## config.mk

```make
export PLATFORM = sky130hd
export DESIGN_NAME = data_mem_arbiter
export DESIGN_NICKNAME = d
export VERILOG_FILES = /design/src/rtl/data_mem_arbiter.sv
export SDC_FILE = /design/constraint.sdc
export NUM_CORES = 1
export LEC_CHECK = 0
export ABC_AREA = 1
export ABC_CLOCK_PERIOD_IN_PS = 1400
export CAP_MARGIN = 0
export CORE_ASPECT_RATIO = 0.7
export CORE_MARGIN = 3
export CORE_UTILIZATION = 36
export DETAILED_ROUTE_END_ITERATION = 10
export PLACE_DENSITY = 0.76
export SYNTH_ARGS = -nofsm -noshare
export SYNTH_HDL_FRONTEND = slang
export SYNTH_SLANG_ARGS = --single-unit
```

## constraint.sdc

```tcl
create_clock -name clk -period 1.4 [get_ports clk]
set_input_delay 0.35 -clock clk [delete_from_list [all_inputs] [get_ports clk]]
set_output_delay 0.35 -clock clk [all_outputs]
set_load 0.02 [all_outputs]
```

## src/rtl/data_mem_arbiter.sv

```systemverilog
// data_mem_arbiter: two-requester round-robin arbiter in front of a single-port data memory.
// Each access takes one ACCESS cycle; completion pulses on the following cycle.
module data_mem_arbiter #(
  parameter int ADDR_W = 16,
  parameter int DATA_W = 16
) (
  input  logic              clk,
  input  logic              rst_n,
  input  logic              req0_valid,
  input  logic              req0_write,
  input  logic [ADDR_W-1:0] req0_addr,
  input  logic [DATA_W-1:0] req0_wdata,
  output logic              req0_ready,
  output logic              rsp0_valid,
  input  logic              req1_valid,
  input  logic              req1_write,
  input  logic [ADDR_W-1:0] req1_addr,
  input  logic [DATA_W-1:0] req1_wdata,
  output logic              req1_ready,
  output logic              rsp1_valid,
  output logic [DATA_W-1:0] rsp_rdata,
  output logic [ADDR_W-1:0] mem_address,
  output logic [DATA_W-1:0] mem_store_data,
  output logic              mem_memRead,
  output logic              mem_memWrite,
  input  logic [DATA_W-1:0] mem_load_data
);
  typedef enum logic {IDLE, ACCESS} state_t;
  state_t            state_q, state_d;
  logic              last_grant_q, last_grant_d;
  logic              write_q, write_d;
  logic [ADDR_W-1:0] addr_q, addr_d;
  logic [DATA_W-1:0] wdata_q, wdata_d;
  logic [DATA_W-1:0] rdata_q, rdata_d;
  logic              rsp_q, rsp_d;
  logic              idle, take0, take1, accept;
  always_comb begin
    // rst_n gates ready so nothing is accepted while reset is held
    idle         = rst_n && (state_q == IDLE);
    take0        = idle && req0_valid && (!req1_valid || last_grant_q);
    take1        = idle && req1_valid && (!req0_valid || !last_grant_q);
    accept       = take0 || take1;
    state_d      = accept ? ACCESS : IDLE;
    last_grant_d = accept ? take1 : last_grant_q;
    write_d      = take0 ? req0_write : take1 ? req1_write : write_q;
    addr_d       = take0 ? req0_addr  : take1 ? req1_addr  : addr_q;
    wdata_d      = take0 ? req0_wdata : take1 ? req1_wdata : wdata_q;
    rsp_d        = (state_q == ACCESS);
    rdata_d      = (state_q == ACCESS && !write_q) ? mem_load_data : rdata_q;
  end
  always_ff @(posedge clk or negedge rst_n) begin
    if (!rst_n) begin
      state_q      <= IDLE;
      last_grant_q <= 1'b1;
      write_q      <= 1'b0;
      addr_q       <= '0;
      wdata_q      <= '0;
      rdata_q      <= '0;
      rsp_q        <= 1'b0;
    end else begin
      state_q      <= state_d;
      last_grant_q <= last_grant_d;
      write_q      <= write_d;
      addr_q       <= addr_d;
      wdata_q      <= wdata_d;
      rdata_q      <= rdata_d;
      rsp_q        <= rsp_d;
    end
  end
  // last_grant_q doubles as the id of the access currently completing
  assign req0_ready     = take0;
  assign req1_ready     = take1;
  assign rsp0_valid     = rsp_q && !last_grant_q;
  assign rsp1_valid     = rsp_q && last_grant_q;
  assign rsp_rdata      = rdata_q;
  assign mem_address    = addr_q;
  assign mem_store_data = wdata_q;
  assign mem_memRead    = (state_q == ACCESS) && !write_q;
  assign mem_memWrite   = (state_q == ACCESS) && write_q;
endmodule

```

; ---- Yosys cells after proc, flatten, opt, wreduce, memory -nomap -nowiden
; Cells that the tools add are included.
[classes]
mux = 7
bitwise_logic = 1
reduce_logical = 17
[op_table]
columns = operator, n
row1 = two-way mux 16 bit, 4
row2 = logical AND 1 bit, 9
row3 = zero test 1 bit, 4
row4 = logical OR 1 bit, 3
row5 = two-way mux 1 bit, 3
row6 = nonzero test 2 bit, 1
row7 = inverter 1 bit, 1
[word_totals]
regBits = 52
in_bits = 86
out_inout_bits = 54
wordCells = 32

; ---- Longest topological paths before layout
[depth]
ltp_word = 6
mapped_depth = 7
mapped_depth_nobuf = 6

; ---- Least setup slack after synthesis
; OpenSTA, ideal clock, no wires.
[synth_path]
path_type = register to output
from = reg state_q (netlist: rsp_d)
to = out req1_ready
arrival_ns = 1.126
required_ns = 1.050
slack_ns = -0.076
stages_incl_launch_ff = 5
path_buffers = 1
path_cell_list = dfrtp_1 -> nor2_4 -> nand3_4 -> buf_2 -> inv_1
[synth_via]
elab_chain_len = 4
[synth_rtl]
columns = item, line_no
row1 = start: declaration, 29  ; state_t state_q, state_d;
row2 = start signal: assignment, 61  ; state_q <= state_d;
row3 = inverter 1 bit, 39  ; idle = rst_n && (state_q == IDLE);
row4 = logical AND 1 bit, 39
row5 = logical AND 1 bit (2 in series), 41  ; take1 = idle && req1_valid && (!req0_valid || !last_grant_q);
row6 = end: declaration, 19  ; output logic req1_ready,
; Every way passes these cells.

; ---- Worst setup path in the final report
[layout_path]
from = reg last_grant_q
to = out req0_ready
[layout_via]
elab_chain_len = 2
[layout_rtl]
columns = item, line_no
row1 = start: declaration, 30  ; logic last_grant_q, last_grant_d;
row2 = start signal: assignment, 62  ; last_grant_q <= last_grant_d;
row3 = logical OR 1 bit, 40  ; take0 = idle && req0_valid && (!req1_valid || last_grant_q);
row4 = logical AND 1 bit, 40
row5 = end: declaration, 13  ; output logic req0_ready,
; Every way passes these cells.

==> flow_metrics.py <==
metrics = {
    "synthesis": {
        "syn_nets": 461,
        "synth-seq-cells": 52,
        "synth_top_cell_by_area": "dfrtp_1",
        "syn_area_mm2": 0.00275,
        "syn_inst": 375,
        "ys_seq_area_share_pct": 47.4,
        "syn_avg_cell_area_um2": 7.32,
        "yosys.area.top_type_share_pct": 46.5,
        "synth_warnings": 0,
        "yosys-top-cells-area": "dfrtp_1 (46%), nand3_1 (18%), nand2_1 (16%)",
        "ys_types": 15,
    },
    "clock_tree": {
        "htreeDepth": 2,
        "cts-buffers-inserted": 5,
        "clk_latency_ns": 0.30,
        "clk_pin_slew_worst_paths_ns": 0.10,
        "cts_max_path_buffers": 2,
        "cts_tree": "yes",
        "root_buffer": "clkbuf_8",
        "cts.sinks": 52,
        "cts_hold_buf": 0,
    },
    "detailed_routing": {
        "avgRoutedWirePerCell_um": 14.7,
        "firstDrtPassIters": 4,
        "vias_per_cell": 4.70,
        "routed_wirelength_mm": 9.21,
        "drt_first_iter_violations": 184,
        "final_antenna_net_count": 0,
        "num_vias": 2935,
        "drc": 0,
    },
    "final_layout": {
        "antenna_cells": 0,
        "fillers": 594,
        "fin_nets": 616,
        "fin_util_pct": 68.4,
        "drive_gt1_share_pct": 20.7,
        "syn2layout_area_growth_pct": 76.2,
    },
    "place": {
        "port_buffers": 139,
        "hpwl_mm": 6.07,
        "gp_congestion": 0.790,
    },
    "worst_setup_path": {
        "r2r_setup_slack_ns": -0.12,
        "r2r_end": "mem_address[0]$_DFFE_PN0P_",
        "reg2regPathDepth": 9,
        "path_class": "register to primary output",
        "worst_setup_path_end_kind": "primary output",
        "worstSetupStartpointType": "register",
        "worstReg2RegStart": "last_grant_q$_DFFE_PN1P_",
        "cp_max_fo": 3,
        "worstPathArrival_ns": 1.30,
        "required_ns": 1.05,
    },
    "sta": {
        "fin_setup_tns_ns": -3.85,
        "worst_slew_pin_slew_ns": 0.656,
        "relSlewSlack_pct": 56.3,
        "setup_slack_ns": -0.246,
        "period_share_pct": 118,
        "timing.fmax_mhz": 608,
        "fin_skew_ns": 0.00752,
        "setup_viol": 39,
        "final-hold-violation-count": 0,
        "rsz0062_at_grt": "yes",
        "fin_crit_ns": 1.65,
        "slew_violations": 0,
    },
    "floorplanning": {
        "die_h_um": 79.1,
        "initial_core_util_pct": 38.8,
        "num_rows": 25,
        "core_area_mm2": 0.00707,
        "die_area_mm2": 0.00873,
        "fp.dieW_um": 110,
        "io_pins": 140,
    },
    "grt": {
        "grt_max_degree": 53,
        "grt_antenna_before_repair": 0,
        "overflow": 0,
        "grtUsageTotal_pct": 21.6,
        "grt_first_pass_wirelength_mm": 14.8,
        "grt_pass1_vias": 3035,
    },
    "job": {
        "maxCapViolations": 0,
    },
    "pwr": {
        "p_leak_nw": 2.56,
        "peakVddDrop_mv": 0.714,
        "power_density_mw_per_mm2": 1430,
    },
    "worst_hold_path": {
        "min_path_type": "input port to asynchronous set/reset pin",
    },
    "status": {
        "violations": "setup timing",
        "status": "finished with violations",
    },
}
==> metrics by stage <==
stage               total power, mW  setup WS [ns]  hold slack [ns]  std cells  instance area [um2]
floorplan                      4.15       -0.00546           0.0544        375                 2750
global placement               5.91         -0.682            0.454        604                 4260
detailed placement             5.98         -0.693            0.457        604                 4260
CTS                            6.84         -0.214            0.207        629                 4780
global route                   7.38         -0.297            0.223        625                 4840
finish                         6.90         -0.246            0.188        625                 4840
==> Yosys cell counts <==
library cell,n
buf_4,2
nand3_4,2
nand2_4,1
clkbuf_1,6
dfrtp_1,51
nor2_4,2
dfstp_2,1
buf_2,8
inv_2,2
o21ai_0,1
nand3_1,99
nor2_1,1
nand2_1,120
buf_6,5
inv_1,74
==> worst max path at each step <==
| stage | endpoint | start |
|---|---|---|
| detailed placement | req1_ready | req0_valid |
| global route | req0_ready | last_grant_q$_DFFE_PN1P_ |
| finish | req0_ready | last_grant_q$_DFFE_PN1P_ |
| floorplan | req1_ready | rsp_d$_DFF_PN0_ |
| global placement | req1_ready | req0_valid |
| CTS | req0_ready | last_grant_q$_DFFE_PN1P_ |
==> routing by layer <==
layer | up-vias | share of wire (%) | global-route usage, %
met1 | 1355 | 42 | 29.0
li1 | 1452 | - | -
met2 | 120 | 48 | 36.1
met3 | 8 | 9.2 | 4.22
met4 | 0 | 0.81 | 4.67
met5 | - | 0 | 0
==> worst max-delay path: stages (launching register included) <==
cell,delay [ns]
dfstp_2,0.59
inv_2,0.06
nand2_2,0.07
nand3_4,0.08
inv_2,0.08
buf_6,0.12
==> where the power goes <==
part | total [mW] | internal (mW) | switching [mW] | leakage, nW
Sequential | 2.47 | 2.10 | 0.364 | 0.640
Combinational | 3.55 | 1.56 | 1.99 | 1.87
Clock | 0.888 | 0.396 | 0.492 | 0.0510
Total | 6.90 | 4.05 | 2.85 | 2.56
==> cells by family after synthesis <==
kind of cell	after synthesis	share of synthesized area [%]
compound gates	1	0.182
flops	52	47.4
simple gates	225	37.1
buf+inv	97	15.3
==> layout by cell type (no fill, tap or decap) <==
| cell | n |
|---|---|
| clkbuf_8 | 6 |
| clkinv_2 | 2 |
| nand3_1 | 65 |
| buf_16 | 1 |
| clkdlybuf4s50_1 | 82 |
| bufbuf_16 | 1 |
| buf_12 | 7 |
| dfrtp_1 | 51 |
| nor2_1 | 1 |
| inv_2 | 6 |
| nand2_2 | 16 |
| buf_2 | 1 |
| nor2_4 | 2 |
| buf_6 | 14 |
| buf_4 | 10 |
| o21ai_0 | 1 |
| clkbuf_2 | 3 |
| buf_8 | 3 |
| clkdlybuf4s15_1 | 29 |
| dfstp_2 | 1 |
| nand3_4 | 6 |
| nand2_1 | 104 |
| inv_1 | 70 |
| nand2_8 | 1 |
| dlygate4sd2_1 | 18 |
| nand3_2 | 30 |
==> flip-flops by register name (all words and copies together) (netlist names) <==
name            count
rsp_d               1
last_grant_q        1
mem_store_data     16
rsp_rdata          16
write_q             1
rsp_q               1
mem_address        16
==> cell type report <==
| class | instances | area, um2 | area share, % |
|---|---|---|---|
| Timing Repair Buffer | 169 | 1770 | 36.5 |
| Sequential cell | 52 | 1300 | 26.9 |
| Multi-Input combinational cell | 226 | 1270 | 26.3 |
| Inverter | 76 | 285 | 5.90 |
| Tap cell | 94 | 118 | 2.43 |
| Clock buffer | 6 | 82.6 | 1.71 |
| Clock inverter | 2 | 10.0 | 0.207 |
==> timing repair <==
item | CTS | global route
endpoints found under the hold margin | 0 | 0
gates resized for setup | 141 | 73
buffers inserted | 10 | 2
cloned | 7 | 0
pin swaps | 16 | 23
endpoints found under the setup margin | 88 | 76
(Power assumes the default switching activity.)
